[src/rtl/serial_init_port.sv]
// serial_init_port -- initiator-side port of the serial bus.
//
// Accepts a parallel address/data request from an initiator core, requests the
// bus from the arbiter and, once granted, shifts the address (and write data)
// out LSB first. Reads are deserialised from the target back into a byte.
//
// Optional feature: define SERIAL_INIT_PORT_TIMEOUT_EN to bound the read wait
// to READ_TIMEOUT cycles; on expiry init_data_in returns all ones.
//
// Ports:
//   clk, rst                  clock, synchronous active-high reset
//   init_req                  core requests a transaction
//   init_addr_out(_valid)     address from core and its capture strobe
//   init_data_out(_valid)     write data from core and its capture strobe
//   init_rw                   1=write, 0=read (latched into bus_init_rw)
//   init_ready                core ready, passed through as bus_init_ready
//   arbiter_req/arbiter_grant bus request / grant handshake
//   bus_data_out(_valid)      serial address/data toward the bus
//   bus_mode                  1=address phase, 0=data phase
//   bus_data_in(_valid)       serial read data from the target
//   init_data_in(_valid)      assembled read byte, one-cycle valid pulse
//   target_ack/target_split   passed through as init_ack/init_split_ack
//   init_grant                arbiter_grant passed through
module serial_init_port #(
  parameter int unsigned ADDR_WIDTH   = 16,
  parameter int unsigned DATA_WIDTH   = 8,
  parameter int unsigned READ_TIMEOUT = 64
) (
  input  logic                  clk,
  input  logic                  rst,
  input  logic                  init_req,
  input  logic                  arbiter_grant,
  input  logic [DATA_WIDTH-1:0] init_data_out,
  input  logic                  init_data_out_valid,
  input  logic [ADDR_WIDTH-1:0] init_addr_out,
  input  logic                  init_addr_out_valid,
  input  logic                  init_rw,
  input  logic                  init_ready,
  input  logic                  target_split,
  input  logic                  target_ack,
  input  logic                  bus_data_in,
  input  logic                  bus_data_in_valid,
  output logic                  bus_data_out,
  output logic                  bus_data_out_valid,
  output logic                  bus_mode,
  output logic                  arbiter_req,
  output logic                  init_grant,
  output logic [DATA_WIDTH-1:0] init_data_in,
  output logic                  init_data_in_valid,
  output logic                  init_ack,
  output logic                  init_split_ack,
  output logic                  bus_init_ready,
  output logic                  bus_init_rw
);

  localparam int unsigned MAX_W = (ADDR_WIDTH > DATA_WIDTH) ? ADDR_WIDTH : DATA_WIDTH;
  localparam int unsigned CNT_W = $clog2(MAX_W);
  localparam logic [CNT_W-1:0] ADDR_LAST = CNT_W'(ADDR_WIDTH - 1);
  localparam logic [CNT_W-1:0] DATA_LAST = CNT_W'(DATA_WIDTH - 1);

  typedef enum logic [2:0] {
    S_IDLE,
    S_REQ,
    S_ADDR,
    S_WDATA,
    S_RD_WAIT,
    S_DONE
  } state_t;

  state_t state, state_nxt;

  // Address/data are held in shift registers that are consumed as bits go out,
  // so each transaction needs a freshly captured address.
  logic [ADDR_WIDTH-1:0] addr_sh;
  logic [DATA_WIDTH-1:0] data_sh;
  logic [DATA_WIDTH-1:0] rd_sh;
  logic                  addr_captured;
  logic [CNT_W-1:0]      bit_cnt;

  logic capture_en;
  logic shift_addr;
  logic shift_data;
  logic shift_rd;
  logic rd_full;
  logic rd_timeout;

  assign init_grant     = arbiter_grant;
  assign init_ack       = target_ack;
  assign init_split_ack = target_split;
  assign bus_init_ready = init_ready;

  assign shift_rd = (state == S_RD_WAIT) && bus_data_in_valid;
  assign rd_full  = shift_rd && (bit_cnt == DATA_LAST);

`ifdef SERIAL_INIT_PORT_TIMEOUT_EN
  localparam int unsigned TMR_W = $clog2(READ_TIMEOUT + 1);
  logic [TMR_W-1:0] rd_timer;

  // Counts cycles spent in the read wait; zero on the first wait cycle.
  always_ff @(posedge clk) begin
    if (rst || (state != S_RD_WAIT)) begin
      rd_timer <= '0;
    end else begin
      rd_timer <= rd_timer + 1'b1;
    end
  end

  assign rd_timeout = (state == S_RD_WAIT) && !rd_full &&
                      (rd_timer == TMR_W'(READ_TIMEOUT - 1));
`else
  assign rd_timeout = 1'b0;
`endif

  always_ff @(posedge clk) begin
    if (rst) begin
      state <= S_IDLE;
    end else begin
      state <= state_nxt;
    end
  end

  always_comb begin
    state_nxt          = state;
    arbiter_req        = 1'b0;
    bus_mode           = 1'b0;
    bus_data_out       = 1'b0;
    bus_data_out_valid = 1'b0;
    capture_en         = 1'b0;
    shift_addr         = 1'b0;
    shift_data         = 1'b0;
    unique case (state)
      S_IDLE: begin
        capture_en = 1'b1;
        if (init_req && addr_captured) begin
          state_nxt = S_REQ;
        end
      end
      S_REQ: begin
        capture_en  = 1'b1;
        arbiter_req = 1'b1;
        if (arbiter_grant) begin
          state_nxt = S_ADDR;
        end
      end
      S_ADDR: begin
        arbiter_req = 1'b1;
        bus_mode    = 1'b1;
        // Without grant the bit is held back and resent once regranted.
        if (arbiter_grant) begin
          bus_data_out_valid = 1'b1;
          bus_data_out       = addr_sh[0];
          shift_addr         = 1'b1;
          if (bit_cnt == ADDR_LAST) begin
            state_nxt = bus_init_rw ? S_WDATA : S_RD_WAIT;
          end
        end
      end
      S_WDATA: begin
        arbiter_req = 1'b1;
        if (arbiter_grant) begin
          bus_data_out_valid = 1'b1;
          bus_data_out       = data_sh[0];
          shift_data         = 1'b1;
          if (bit_cnt == DATA_LAST) begin
            state_nxt = S_DONE;
          end
        end
      end
      S_RD_WAIT: begin
        arbiter_req = 1'b1;
        if (rd_full || rd_timeout) begin
          state_nxt = S_DONE;
        end
      end
      S_DONE: begin
        if (!init_req) begin
          state_nxt = S_IDLE;
        end
      end
      default: state_nxt = S_IDLE;
    endcase
  end

  always_ff @(posedge clk) begin
    if (rst) begin
      addr_sh            <= '0;
      data_sh            <= '0;
      rd_sh              <= '0;
      addr_captured      <= 1'b0;
      bit_cnt            <= '0;
      bus_init_rw        <= 1'b0;
      init_data_in       <= '0;
      init_data_in_valid <= 1'b0;
    end else begin
      init_data_in_valid <= 1'b0;

      if (capture_en && init_addr_out_valid) begin
        addr_sh       <= init_addr_out;
        addr_captured <= 1'b1;
      end
      if (capture_en && init_data_out_valid) begin
        data_sh <= init_data_out;
      end

      if ((state == S_IDLE) && (state_nxt == S_REQ)) begin
        bus_init_rw <= init_rw;
      end
      if ((state == S_DONE) && (state_nxt == S_IDLE)) begin
        addr_captured <= 1'b0;
      end

      if (shift_addr) begin
        addr_sh <= addr_sh >> 1;
      end
      if (shift_data) begin
        data_sh <= data_sh >> 1;
      end
      if (shift_rd) begin
        rd_sh <= {bus_data_in, rd_sh[DATA_WIDTH-1:1]};
      end

      if (rd_full) begin
        init_data_in       <= {bus_data_in, rd_sh[DATA_WIDTH-1:1]};
        init_data_in_valid <= 1'b1;
      end else if (rd_timeout) begin
        init_data_in       <= '1;
        init_data_in_valid <= 1'b1;
      end

      if (state != state_nxt) begin
        bit_cnt <= '0;
      end else if (shift_addr || shift_data || shift_rd) begin
        bit_cnt <= bit_cnt + 1'b1;
      end
    end
  end

endmodule

[config.mk]
export PLATFORM = sky130hd
export DESIGN_NAME = serial_init_port
export DESIGN_NICKNAME = d
export VERILOG_FILES = /design/src/rtl/serial_init_port.sv
export SDC_FILE = /design/constraint.sdc
export NUM_CORES = 1
export LEC_CHECK = 0
export CAP_MARGIN = 20
export CORE_ASPECT_RATIO = 0.6
export CORE_MARGIN = 2
export CORE_UTILIZATION = 50
export DETAILED_ROUTE_END_ITERATION = 16
export DONT_BUFFER_PORTS = 1
export PLACE_DENSITY_LB_ADDON = 0.05
export SLEW_MARGIN = 10
export SYNTH_ARGS = -nofsm -noshare
export SYNTH_HDL_FRONTEND = slang
export SYNTH_SLANG_ARGS = --single-unit
[constraint.sdc]
create_clock -name clk -period 1.6 [get_ports clk]
set_input_delay 0.08 -clock clk [delete_from_list [all_inputs] [get_ports clk]]
set_output_delay 0.08 -clock clk [all_outputs]
set_load 0.005 [all_outputs]
==> summary.txt <==
Crit end category: flip-flop
Horiz. Die Dim: 90.9 µm
Max FO, Critical Path: 14
Hold Crit Class: in2reg
Post-layout worst setup margin: 62.9 ps
Worst rel slew slack: 0.762
Register area: 985 µm²
R2R cell count: 5
Via density: 5.57
Ys Warns: 0
Final core utilization: 0.597
# rows: 18
Worst slew pin tran: 357 ps
Post-Place Setup Slack: 45.4 ps
DRT antenna net count: 0
Via count: 1,720
Clock Latency Late Sink: 300 ps
Ratio of cells with drive above 1 in the final layout: 0.113
Worst Setup Start Kind: flip-flop
Asr flop ratio synth: 0
Final WL: 4890 µm
LEAKAGE: 0.951 nW
Worst path cell trace: buf_4 > and2b_1 > o21ai_0 > a22oi_2 > nor3_1
Antenna violations before repair: 1
I/O pin count: 54
Synth Cell Area: 2270 µm²
MaxCap Viol Count: 0
Multi-input logic area: 1160 µm²
CTS clk-pin slew, worst paths: 90 ps
Sink Count: 49
Buffers on Ports: 0
Vias in the first global route: 1,601
CTS buffer count: 5
GRT Util Overall: 0.196
Core area: 4230 µm²
Max VDD drop: 0.513 mV
CP Data Required Time: 1820 ps
CP delay by family, top: compound AO/OA/AOI/OAI gates
Final setup violation count: 0
Commonest non-fill, non-tap cells in the layout: dfxtp_1 (46), nor2_1 (36), mux2i_1 (35)
Largest net degree at the start of global routing: 46
Starting Density: 0.535
First-pass GRT wire length: 7950 µm
WP buf/inv: 1
Critical-path top delay cell: dfxtp_2
Status: finished clean
Synth area leaders: dfxtp_1 (43%), mux2i_1 (15%), a211oi_1 (7.3%)
CTS tree: yes
Chip Height: 56.2 µm
Final Hold Viols: 0
Hold path depth: 2
Final hold slack: 5.47 ps
Max Clk Rate: 651 MHz
Post-synthesis cell type count: 37
Arr. time, crit path: 1760 ps
CTS Buffer Depth: 2
Main flop type after synthesis: dfxtp_1
Worst Skew: 4.69 ps
Number of enable flip-flop cells after synthesis: 0
Initial DRC Count: 52
Pwr Density: 900 nW/µm²
GRT overflow: 0
Fillers: 398
DP HPWL: 3300 µm
Largest area contributor in the netlist: dfxtp_1
Area grow syn2layout: 11.4%
Number of remaining DRC errors: 0
FF+latch count, synth: 49
NumNets Final: 284
Register area share after synthesis: 0.433
Die area: 5110 µm²
First-pass DRT Iterations: 4
Mapped Nets: 282
GP Congestion: 0.802
Slew Viols, Final: 0
Post-Synthesis Cells: 245
Postcts setup bufs: 0
WL/cell: 15.8 µm
Tcrit/Tclk final: 0.961
Max incr delay on CP: 380 ps
Commonest non-fill, non-tap cell in the layout: dfxtp_1
Syn_area_per_cell: 9.25 µm²
WP depth: 5
Tmin final: 1540 ps
Top cell type's share of synthesized area: 0.433
H-tree levels: 2
Critical setup path kind: reg2reg
TNS Setup: 0 ps
CTS root buf: clkbuf_8
## final timing paths
path | end | start | slack (ps)
setup / recovery | bit_cnt[0] | state[1] | 60
setup reg to reg | bit_cnt[0] | state[1] | 60
hold / removal | addr_captured | init_req | 5
hold reg to reg | rd_sh[1] | rd_sh[1] | 460
## cell families (layout without fill, tap and decap cells)
family,count (synthesis),after routing,synth area share
buf+inv,25,28,0.0579
mux,35,35,0.155
flops,49,49,0.433
simple gates,84,84,0.194
fa+ha+maj,1,1,0.00552
other cells,0,1,0
compound gates,47,47,0.140
xor+xnor,4,4,0.0155
## stage by stage
step | instances | cell area [µm²] | total power [mW]
after floorplan | 245 | 2270 | 1.49
after global placement | 293 | 2340 | 1.50
after detailed placement | 293 | 2340 | 1.50
after CTS | 307 | 2500 | 2.29
after global routing | 309 | 2530 | 2.39
final | 309 | 2530 | 2.27
## where the power goes
part           leakage (nW)  switching (mW)  total [mW]  internal (mW)
combinational         0.505           0.108       0.221          0.113
sequential            0.402          0.0301        1.30           1.27
clock                0.0452           0.437       0.756          0.319
## synth_stat cells (3+ instances only)
master and instances:
dfxtp_1 49, nor2_1 36, mux2i_1 35, a211oi_1 22, nand2_1 17, clkbuf_1 13
a21oi_1 12, buf_4 5, nor3b_1 5, nor2b_1 4, nor3_1 4, o21ai_0 4
buf_2 3, nand3_1 3, nand3b_1 3
## state kept, by name, indices dropped and copies added, names as in the netlist
signal,count
state,3
bus_init_rw,1
init_data_in,8
rd_sh,7
init_data_in_valid,1
addr_sh,16
data_sh,8
addr_captured,1
bit_cnt,4
## repair_timing
action | 4_1_cts | 5_1_grt
hold buffers | 6 | 1
gates resized for setup | 0 | 5
hold endpoints to repair | 45 | 1
endpoints found under the setup margin | 0 | 6
## metal layers
layer  routed length (µm)  global-route usage
met2                 2160               0.286
met5                    0                   0
met1                 2390               0.271
met4                   65              0.0714
met3                  272              0.0650
## area by class of cell
type                       count  share of cell area
clock buffer                   5              0.0272
multi-input combinational    171               0.460
tap                           60              0.0297
clock inverter                 3             0.00991
inverter                       2             0.00297
antenna                        1            0.000991
timing repair buffer          18              0.0792
sequential                    49               0.390
(Power assumes the default switching activity.)
